File: src/rtl/tetris_pkg.sv
`default_nettype none
// ============================================================================
//  Module      : tetris_pkg
//  Description : Shared constants for the Tetris piece-movement logic:
//                move-type codes, move-controller FSM state encoding and a
//                rotation-increment helper that wraps modulo the number of
//                rotation states.
//  Revision    : 1.0  initial release
// ============================================================================
package tetris_pkg;

    // Move codes; also used as the index of each direction's pending bit
    localparam logic [1:0] MV_LEFT  = 2'd0;
    localparam logic [1:0] MV_RIGHT = 2'd1;
    localparam logic [1:0] MV_DOWN  = 2'd2;
    localparam logic [1:0] MV_ROT   = 2'd3;

    // Move-controller FSM encoding
    localparam int unsigned        c_ST_W     = 1;
    localparam logic [c_ST_W-1:0]  c_ST_IDLE  = 1'b0;
    localparam logic [c_ST_W-1:0]  c_ST_CHECK = 1'b1;

    // Next rotation state, wrapping to 0 after n_states-1
    function automatic int unsigned rot_inc(input int unsigned cur,
                                            input int unsigned n_states);
        return ((cur + 1) >= n_states) ? 0 : (cur + 1);
    endfunction

endpackage
`default_nettype wire

File: src/rtl/key_repeat.sv
`default_nettype none
// ============================================================================
//  Module      : key_repeat
//  Description : Rising-edge detector with delay/period auto-repeat for one
//                level button. o_evt pulses combinationally in the cycle the
//                button rises, again REPEAT_DELAY cycles later, and every
//                REPEAT_PERIOD cycles after that while the button stays high.
//                i_block suppresses events and holds the counter at 0.
//  Ports       : clk, rst     clock / synchronous active-high reset
//                i_btn        level button, synchronous to clk
//                i_block      inhibit (used for left+right both pressed)
//                o_evt        one-cycle move event
//  Revision    : 1.0  initial release
// ============================================================================
module key_repeat #(
    parameter int unsigned REPEAT_DELAY  = 12,
    parameter int unsigned REPEAT_PERIOD = 4
) (
    input  logic clk,
    input  logic rst,
    input  logic i_btn,
    input  logic i_block,
    output logic o_evt
);

    localparam int unsigned c_MAX   = (REPEAT_DELAY > REPEAT_PERIOD) ? REPEAT_DELAY : REPEAT_PERIOD;
    localparam int unsigned c_CNT_W = $clog2(c_MAX + 1);
    localparam logic [c_CNT_W-1:0] c_DELAY  = c_CNT_W'(REPEAT_DELAY);
    localparam logic [c_CNT_W-1:0] c_PERIOD = c_CNT_W'(REPEAT_PERIOD);
    localparam logic [c_CNT_W-1:0] c_ONE    = c_CNT_W'(1);

    logic               r_prev;
    logic               r_rep;      // first auto-repeat already issued
    logic [c_CNT_W-1:0] r_cnt;      // cycles since rise / since last repeat
    logic               w_rise;
    logic               w_rep_hit;

    assign w_rise    = i_btn & ~r_prev;
    assign w_rep_hit = i_btn & r_prev & (r_cnt == (r_rep ? c_PERIOD : c_DELAY));
    assign o_evt     = ~i_block & (w_rise | w_rep_hit);

    always_ff @(posedge clk) begin
        if (rst) begin
            r_prev <= 1'b0;
            r_rep  <= 1'b0;
            r_cnt  <= '0;
        end else begin
            r_prev <= i_btn;
            if (!i_btn || i_block) begin
                r_rep <= 1'b0;
                r_cnt <= '0;
            end else if (w_rep_hit) begin
                // Restart at 1 so the next hit lands REPEAT_PERIOD cycles on
                r_rep <= 1'b1;
                r_cnt <= c_ONE;
            end else begin
                r_cnt <= r_cnt + c_ONE;
            end
        end
    end

endmodule
`default_nettype wire

File: src/rtl/tetris_move_ctrl.sv
`default_nettype none
// ============================================================================
//  Module      : tetris_move_ctrl
//  Description : Falling-piece movement controller. Converts buttons into
//                move events (with auto-repeat), queues them as pending bits,
//                and for each one runs a req/ack collision check before
//                committing the new position/rotation. Board edges are
//                handled locally without a check; a refused or edge-blocked
//                down move reports a landing.
//  Config      : define GRAVITY_EN to add a GRAVITY_TICKS-cycle gravity
//                timer that injects down events.
//  Ports       : clk, rst                 clock / sync active-high reset
//                spawn                    new-piece pulse (priority over all)
//                btn_left/right/down/rot  level buttons
//                chk_req/x/y/rot          collision-check request + candidate
//                chk_ack, chk_ok          checker response
//                pos_x, pos_y, rot        committed piece state
//                moved, move_code         commit pulse and its move type
//                landed                   refused-down pulse
//  Revision    : 1.0  initial release
// ============================================================================
module tetris_move_ctrl
    import tetris_pkg::*;
#(
    parameter int unsigned BOARD_W       = 10,
    parameter int unsigned BOARD_H       = 20,
    parameter int unsigned POS_W         = 5,
    parameter int unsigned ROT_STATES    = 4,
    parameter int unsigned ROT_W         = 2,
    parameter int unsigned SPAWN_X       = 4,
    parameter int unsigned REPEAT_DELAY  = 12,
    parameter int unsigned REPEAT_PERIOD = 4,
    parameter int          GRAVITY_TICKS = 60
) (
    input  logic             clk,
    input  logic             rst,
    input  logic             spawn,
    input  logic             btn_left,
    input  logic             btn_right,
    input  logic             btn_down,
    input  logic             btn_rot,
    output logic             chk_req,
    output logic [POS_W-1:0] chk_x,
    output logic [POS_W-1:0] chk_y,
    output logic [ROT_W-1:0] chk_rot,
    input  logic             chk_ack,
    input  logic             chk_ok,
    output logic [POS_W-1:0] pos_x,
    output logic [POS_W-1:0] pos_y,
    output logic [ROT_W-1:0] rot,
    output logic             moved,
    output logic [1:0]       move_code,
    output logic             landed
);

    localparam logic [POS_W-1:0] c_X_MAX   = POS_W'(BOARD_W - 1);
    localparam logic [POS_W-1:0] c_Y_MAX   = POS_W'(BOARD_H - 1);
    localparam logic [POS_W-1:0] c_SPAWN_X = POS_W'(SPAWN_X);
    localparam logic [POS_W-1:0] c_ONE     = POS_W'(1);

    logic [c_ST_W-1:0] r_state;
    logic [3:0]        r_pend;      // indexed by move code
    logic [1:0]        r_mv;        // move type of the check in flight
    logic              r_chk_req;
    logic [POS_W-1:0]  r_chk_x, r_chk_y, r_pos_x, r_pos_y;
    logic [ROT_W-1:0]  r_chk_rot, r_rot;
    logic              r_moved, r_landed;
    logic [1:0]        r_move_code;

    logic [3:0]        w_btn;
    logic [3:0]        w_evt;
    logic [3:0]        w_evt_all;
    logic              w_lr_both;
    logic              w_grav_evt;
    logic              w_any;
    logic [1:0]        w_sel;
    logic [3:0]        w_clr;
    logic [POS_W-1:0]  w_cx, w_cy;
    logic [ROT_W-1:0]  w_crot;
    logic [ROT_W-1:0]  w_rot_nxt;
    logic              w_in_bounds;

    // ------------------------------------------------------------------
    // Button event generation
    // ------------------------------------------------------------------
    assign w_btn     = {btn_rot, btn_down, btn_right, btn_left};
    assign w_lr_both = btn_left & btn_right;

    generate
        for (genvar gi = 0; gi < 4; gi++) begin : g_key
            key_repeat #(
                .REPEAT_DELAY  (REPEAT_DELAY),
                .REPEAT_PERIOD (REPEAT_PERIOD)
            ) u_key (
                .clk     (clk),
                .rst     (rst),
                .i_btn   (w_btn[gi]),
                .i_block ((gi < 2) ? w_lr_both : 1'b0),
                .o_evt   (w_evt[gi])
            );
        end
    endgenerate

`ifdef GRAVITY_EN
    localparam int c_GRAV_W = (GRAVITY_TICKS > 1) ? $clog2(GRAVITY_TICKS) : 1;
    localparam logic [c_GRAV_W-1:0] c_GRAV_LAST = c_GRAV_W'(GRAVITY_TICKS - 1);

    logic [c_GRAV_W-1:0] r_grav;
    logic                w_commit_down;

    assign w_commit_down = (r_state == c_ST_CHECK) & chk_ack & chk_ok & (r_mv == MV_DOWN);
    assign w_grav_evt    = (r_grav == c_GRAV_LAST);

    always_ff @(posedge clk) begin
        if (rst || spawn || w_commit_down || w_grav_evt) begin
            r_grav <= '0;
        end else begin
            r_grav <= r_grav + c_GRAV_W'(1);
        end
    end
`else
    // No gravity: never fires (GRAVITY_TICKS is positive by construction)
    assign w_grav_evt = (GRAVITY_TICKS < 0);
`endif

    assign w_evt_all = w_evt | {1'b0, w_grav_evt, 2'b00};

    // ------------------------------------------------------------------
    // Pending-bit arbitration and candidate generation
    // ------------------------------------------------------------------
    assign w_rot_nxt = ROT_W'(rot_inc(32'(r_rot), ROT_STATES));

    always_comb begin
        w_any = |r_pend;
        if (r_pend[MV_LEFT])       w_sel = MV_LEFT;
        else if (r_pend[MV_RIGHT]) w_sel = MV_RIGHT;
        else if (r_pend[MV_DOWN])  w_sel = MV_DOWN;
        else                       w_sel = MV_ROT;

        w_clr = '0;
        if ((r_state == c_ST_IDLE) && w_any) begin
            w_clr[w_sel] = 1'b1;
        end
    end

    always_comb begin
        w_cx        = r_pos_x;
        w_cy        = r_pos_y;
        w_crot      = r_rot;
        w_in_bounds = 1'b1;
        case (w_sel)
            MV_LEFT: begin
                w_in_bounds = (r_pos_x != '0);
                w_cx        = r_pos_x - c_ONE;
            end
            MV_RIGHT: begin
                w_in_bounds = (r_pos_x != c_X_MAX);
                w_cx        = r_pos_x + c_ONE;
            end
            MV_DOWN: begin
                w_in_bounds = (r_pos_y != c_Y_MAX);
                w_cy        = r_pos_y + c_ONE;
            end
            default: begin
                w_crot      = w_rot_nxt;
            end
        endcase
    end

    // ------------------------------------------------------------------
    // Move FSM with registered outputs
    // ------------------------------------------------------------------
    always_ff @(posedge clk) begin
        if (rst) begin
            r_state     <= c_ST_IDLE;
            r_pend      <= '0;
            r_mv        <= MV_LEFT;
            r_chk_req   <= 1'b0;
            r_chk_x     <= '0;
            r_chk_y     <= '0;
            r_chk_rot   <= '0;
            r_pos_x     <= c_SPAWN_X;
            r_pos_y     <= '0;
            r_rot       <= '0;
            r_moved     <= 1'b0;
            r_move_code <= MV_LEFT;
            r_landed    <= 1'b0;
        end else begin
            r_moved  <= 1'b0;
            r_landed <= 1'b0;
            if (spawn) begin
                // Aborts any check in progress without reporting it
                r_state   <= c_ST_IDLE;
                r_pend    <= '0;
                r_chk_req <= 1'b0;
                r_pos_x   <= c_SPAWN_X;
                r_pos_y   <= '0;
                r_rot     <= '0;
            end else begin
                // A new event in the same cycle its bit is taken stays pending
                r_pend <= (r_pend & ~w_clr) | w_evt_all;
                case (r_state)
                    c_ST_IDLE: begin
                        if (w_any) begin
                            if (w_in_bounds) begin
                                r_chk_x   <= w_cx;
                                r_chk_y   <= w_cy;
                                r_chk_rot <= w_crot;
                                r_chk_req <= 1'b1;
                                r_mv      <= w_sel;
                                r_state   <= c_ST_CHECK;
                            end else if (w_sel == MV_DOWN) begin
                                r_landed  <= 1'b1;
                            end
                        end
                    end
                    c_ST_CHECK: begin
                        if (chk_ack) begin
                            r_chk_req <= 1'b0;
                            r_state   <= c_ST_IDLE;
                            if (chk_ok) begin
                                r_pos_x     <= r_chk_x;
                                r_pos_y     <= r_chk_y;
                                r_rot       <= r_chk_rot;
                                r_moved     <= 1'b1;
                                r_move_code <= r_mv;
                            end else if (r_mv == MV_DOWN) begin
                                r_landed    <= 1'b1;
                            end
                        end
                    end
                    default: begin
                        r_state   <= c_ST_IDLE;
                        r_chk_req <= 1'b0;
                    end
                endcase
            end
        end
    end

    assign chk_req   = r_chk_req;
    assign chk_x     = r_chk_x;
    assign chk_y     = r_chk_y;
    assign chk_rot   = r_chk_rot;
    assign pos_x     = r_pos_x;
    assign pos_y     = r_pos_y;
    assign rot       = r_rot;
    assign moved     = r_moved;
    assign move_code = r_move_code;
    assign landed    = r_landed;

endmodule
`default_nettype wire

File: config.mk
export PLATFORM = sky130hd
export DESIGN_NAME = tetris_move_ctrl
export DESIGN_NICKNAME = d
export VERILOG_FILES = /design/src/rtl/tetris_pkg.sv /design/src/rtl/key_repeat.sv /design/src/rtl/tetris_move_ctrl.sv
export SDC_FILE = /design/constraint.sdc
export NUM_CORES = 1
export LEC_CHECK = 0
export ABC_CLOCK_PERIOD_IN_PS = 2300
export BUFFER_PORTS_ARGS = -buffer_cell sky130_fd_sc_hd__buf_4
export CAP_MARGIN = 10
export CORE_UTILIZATION = 27
export CTS_BUF_LIST = sky130_fd_sc_hd__clkbuf_16
export DETAILED_ROUTE_END_ITERATION = 6
export PLACE_DENSITY = 0.46
export SYNTH_ARGS = -nofsm -noshare
export SYNTH_HDL_FRONTEND = slang
export SYNTH_SLANG_ARGS = --single-unit
File: constraint.sdc
create_clock -name clk -period 2.3 [get_ports clk]
set_clock_uncertainty 0.1 [all_clocks]
set_input_delay 0.115 -clock clk [delete_from_list [all_inputs] [get_ports clk]]
set_output_delay 0.115 -clock clk [all_outputs]
set_load 0.01 [all_outputs]
==> flow_results.org <==
** Floorplanning
- In this run the vertical extent of the chip is 102.9 um.
- Die Width :: 102.9 um
- Ports :: 38
- The initial utilization of the core area, before any placement, comes to 27.99%.
- Area of the die :: 0.01059 mm2
- The floorplan has 36 rows.
- Placeable core region :: 0.009819 mm2

** Power and ir drop
- Part of the total power dissipated in sequential elements :: 41.1%
- The design draws 0.002663 W.
- Across the VDD grid, the largest voltage drop is 0.2678 mV.
- Switching part of the total power :: 21.88%
- Part of the total power dissipated in the clock network :: 52.5%
- Combinational logic is responsible for 6.5% of the overall power.
- The analysis attributes to net switching a power of 0.0005828 W.
- Internal power comes to 0.002080 W.
- Leakage power :: 1.411 nW
- Power spread over the standard cell area amounts to 750.8 mW/mm2.

** Cells and area
- The number of antenna diodes in the final layout is 0.
- The net count of the finished layout is 375.
- Measured on the finished design, the core utilization comes to 36.12%.
- Of the cells placed in the final design, the portion with a size suffix greater than 1 is 22.41%.
- Compared with the post-synthesis result, the final layout area differs by 29.04%.

** Global route
- Antenna violations before repair :: 0
- Global routing finished with a remaining overflow of 0.
- Global-route wire length before repair :: 10.47 mm
- Maximum number of pins on one net before global-route repair :: 25
- For this run, the total global-route usage over all layers was measured as 13.11%.
- The number of global-route vias before repair was 2125.

** Detailed routing
- In the final routed layout, each cell accounts on average for 12.63 um.
- After the first detailed-routing iteration, the DRC count stood at 61.
- Avg Vias per Cell :: 4.476
- Detailed-router iteration count before antenna repair :: 4
- Count of nets left with antenna violations after detail routing :: 0
- Via count of the routed design :: 2193
- DRC Markers :: 0
- After detailed routing, the total wire length is 6.191 mm.

** Placed design
- Summed over all nets, the half-perimeter wirelength after detailed placement is 4.378 mm.
- Routability-driven placement finished with a final weighted congestion of 0.7263.
- Count of buffers from port buffering :: 37

** Synth
- The cell area that synthesis handed to floorplanning was 0.002749 mm2.
- Part of the Yosys area used for sequential elements :: 43.70%
- Synthesized net count :: 325
- The most used flip-flop cell after synthesis is sky130_fd_sc_hd__dfxtp_1.
- Number of synthesized flops with an enable pin :: 0
- Count of state elements after synthesis :: 60
- The Yosys step of the flow raised 0 warnings.
- After technology mapping, the gate count stands at 302.
- Synthesized area per cell :: 9.102 um2
- Share of synthesized registers carrying an async set or reset :: 0%
- Yosys mapped the design onto 47 distinct sky130hd cell types.

** Critical path
- Critical Path AT :: 2.17 ns
- By startpoint and endpoint, the worst setup path is classified as flop to flop.
- The worst setup path is captured at a flop.
- Startpoint type of the worst setup path :: flop
- Of all nets on the critical path, the largest fanout is 8.
- Worst EP required :: 2.40 ns

** Clock network
- Clock tree synthesis selected as its root buffer the cell sky130_fd_sc_hd__clkbuf_16.
- Clock-pin slew was measured on the worst setup and hold paths at 0.06 ns.
- Clock tree synthesis found a total of 60 sinks.
- The number of clock buffers added by TritonCTS is 9.
- Clk buf depth :: 2
- TritonCTS built the clock tree.
- Once the clock tree was built, the resizer swapped 0 gates to a different size.
- # Post-CTS Setup Buffers :: 0
- Worst skew pair latency :: 0.33 ns
- Max H-tree Level :: 3

** Job
- Number of maximum-capacitance violations :: 0

** STA
- At the pin with the least slew margin, the transition time is 0.5587 ns.
- Max Clock Freq :: 0.4840 GHz
- The clock period could shrink to 2.066 ns.
- Worst max-slew margin expressed relative to the limit :: 62.75%
- Share of the cycle needed by the critical path after routing :: 89.82%
- Setup violations remaining at the end of the flow were counted as 0.
- Setup repair after global routing left no endpoint under its margin.
- Hold slack :: 0.02345 ns
- Sum Neg Setup Slack :: 0 ns
- The number of hold violations in the final report came to 0.
- The max-slew violation total from the final report was 0.

** Worst hold path
- Hold WC Path Type :: input pin to flop

** Status
- The flow ran to the end, and the final reports show no timing, DRC or antenna violations.
[worst paths after layout]
| check | from | endpoint | slack, ns | cells after the start |
|---|---|---|---|---|
| setup / recovery | pos_y[0] | chk_x[2] | 0.23 | 6 |
| hold / removal | spawn | move_code[0] | 0.02 | 4 |
| setup reg to reg | pos_y[0] | chk_x[2] | 0.23 | 6 |
| hold reg to reg | chk_y[1] | pos_y[1] | 0.37 | 2 |
[layout by cell type, fill, tap and decap left out, types with 3 or more instances in the layout]
cell / instances
sky130_fd_sc_hd__dfxtp_1: 60
sky130_fd_sc_hd__buf_4: 46
sky130_fd_sc_hd__nand2_1: 44
sky130_fd_sc_hd__nor2_1: 27
sky130_fd_sc_hd__a21oi_1: 25
sky130_fd_sc_hd__inv_1: 19
sky130_fd_sc_hd__ha_1: 13
sky130_fd_sc_hd__xor2_1: 12
sky130_fd_sc_hd__nand3_1: 10
sky130_fd_sc_hd__clkbuf_16: 9
sky130_fd_sc_hd__nand2b_1: 8
sky130_fd_sc_hd__and3_1: 7
sky130_fd_sc_hd__a211oi_2: 7
sky130_fd_sc_hd__xnor2_1: 7
sky130_fd_sc_hd__o21ai_0: 6
sky130_fd_sc_hd__dlygate4sd3_1: 5
sky130_fd_sc_hd__a21boi_0: 4
sky130_fd_sc_hd__mux2i_1: 3
sky130_fd_sc_hd__nand3b_1: 3
[what timing repair did]
item	in CTS	in global routing
hold endpoints to repair	7	0
setup endpoints to repair	0	0
hold buffers	5	0
[cells by family after synthesis]
family	Yosys count	synth area share [%]
multiplexers	3	1.092
flip-flops	60	43.70
buffers and inverters	29	4.961
XOR/XNOR	19	6.054
AO/OA/AOI/OAI	56	15.38
AND/OR/NAND/NOR	121	22.17
adder cells (fa/ha/maj)	14	6.646
[registers in the layout (all words and copies together), names as in the netlist, 2 cells and up]
name                count
chk_rot                 2
chk_x                   5
chk_y                   5
g_key.u_key.r_cnt      16
g_key.u_key.r_prev      4
g_key.u_key.r_rep       4
move_code               2
pos_x                   5
pos_y                   5
r_mv                    2
r_pend                  4
rot                     2
[stage by stage]
| stage | setup slack [ns] | std cells | area (um2) |
|---|---|---|---|
| 5_1_grt | 0.1049 | 490 | 3547 |
| 4_1_cts | 0.2306 | 490 | 3547 |
| 2_1_floorplan | 0.2295 | 302 | 2749 |
| 3_3_place_gp | 0.2694 | 469 | 3188 |
| 6_report | 0.2341 | 490 | 3547 |
| 3_5_place_dp | 0.2465 | 469 | 3188 |
[power groups by stage]
| stage | clock (W) | sequential [W] | combinational (W) |
|---|---|---|---|
| CTS | 0.00143 | 0.00109 | 0.000175 |
| finish | 0.00140 | 0.00109 | 0.000172 |
| global route | 0.00148 | 0.00110 | 0.000192 |
| floorplan | 0 | 0.00111 | 0.000106 |
| detailed placement | 0 | 0.00112 | 0.000167 |
| global placement | 0 | 0.00112 | 0.000166 |
[per-layer routing]
metal	global-route usage (%)	vias to the layer above	wire length, um
met3	3.864	10	285
met4	5.742	0	108
met1	15.99	1008	2903
met2	21.44	48	2893
li1	-	1127	-
met5	0	-	0
[final cells by class]
class                   count  area (um2)
fillers                  1041        6272
multi-input cells         213        1411
flip-flops and latches     60        1201
repair buffers             51       395.4
clock buffers               9       225.2
well taps                 133       166.4
clock inverters             7       83.83
inverters                  17       63.81
[cells in the mapped netlist, types with 2 or more instances]
cell / number / area share [%]
sky130_fd_sc_hd__xor2_1: 12 / 3.8
sky130_fd_sc_hd__o31ai_1: 2 / 0.55
sky130_fd_sc_hd__nand3_1: 10 / 1.8
sky130_fd_sc_hd__nand3b_1: 3 / 0.82
sky130_fd_sc_hd__o21ai_0: 6 / 1.1
sky130_fd_sc_hd__a2111o_1: 2 / 0.82
sky130_fd_sc_hd__a311oi_2: 2 / 1.1
sky130_fd_sc_hd__nand2b_1: 8 / 1.8
sky130_fd_sc_hd__clkbuf_1: 5 / 0.68
sky130_fd_sc_hd__inv_1: 17 / 2.3
sky130_fd_sc_hd__xnor2_1: 7 / 2.2
sky130_fd_sc_hd__a21oi_1: 25 / 4.6
sky130_fd_sc_hd__ha_1: 13 / 5.9
sky130_fd_sc_hd__or3_1: 2 / 0.46
sky130_fd_sc_hd__buf_1: 2 / 0.27
sky130_fd_sc_hd__nor3_2: 2 / 0.73
sky130_fd_sc_hd__mux2i_1: 3 / 1.1
sky130_fd_sc_hd__a21boi_0: 4 / 1.1
sky130_fd_sc_hd__nor2b_1: 2 / 0.46
sky130_fd_sc_hd__a21oi_2: 2 / 0.64
sky130_fd_sc_hd__dfxtp_1: 60 / 44
sky130_fd_sc_hd__nor3b_1: 2 / 0.55
sky130_fd_sc_hd__a211oi_2: 7 / 3.2
sky130_fd_sc_hd__nand2_1: 44 / 6.0
sky130_fd_sc_hd__buf_6: 3 / 1.2
sky130_fd_sc_hd__a31oi_1: 2 / 0.46
sky130_fd_sc_hd__nor2_1: 27 / 3.7
sky130_fd_sc_hd__and4_1: 2 / 0.64
sky130_fd_sc_hd__nor3_1: 2 / 0.36
sky130_fd_sc_hd__and3_1: 7 / 1.6
[critical path, cell delays in order, from the launching register on]
cell and delay (ns):
sky130_fd_sc_hd__dfxtp_1 0.35, sky130_fd_sc_hd__ha_1 0.21, sky130_fd_sc_hd__nor4bb_2 0.17, sky130_fd_sc_hd__a2111o_1 0.39
sky130_fd_sc_hd__or2_1 0.37, sky130_fd_sc_hd__a211oi_2 0.28, sky130_fd_sc_hd__nor3_2 0.05
Note: power is estimated with default switching activity, not from simulation.
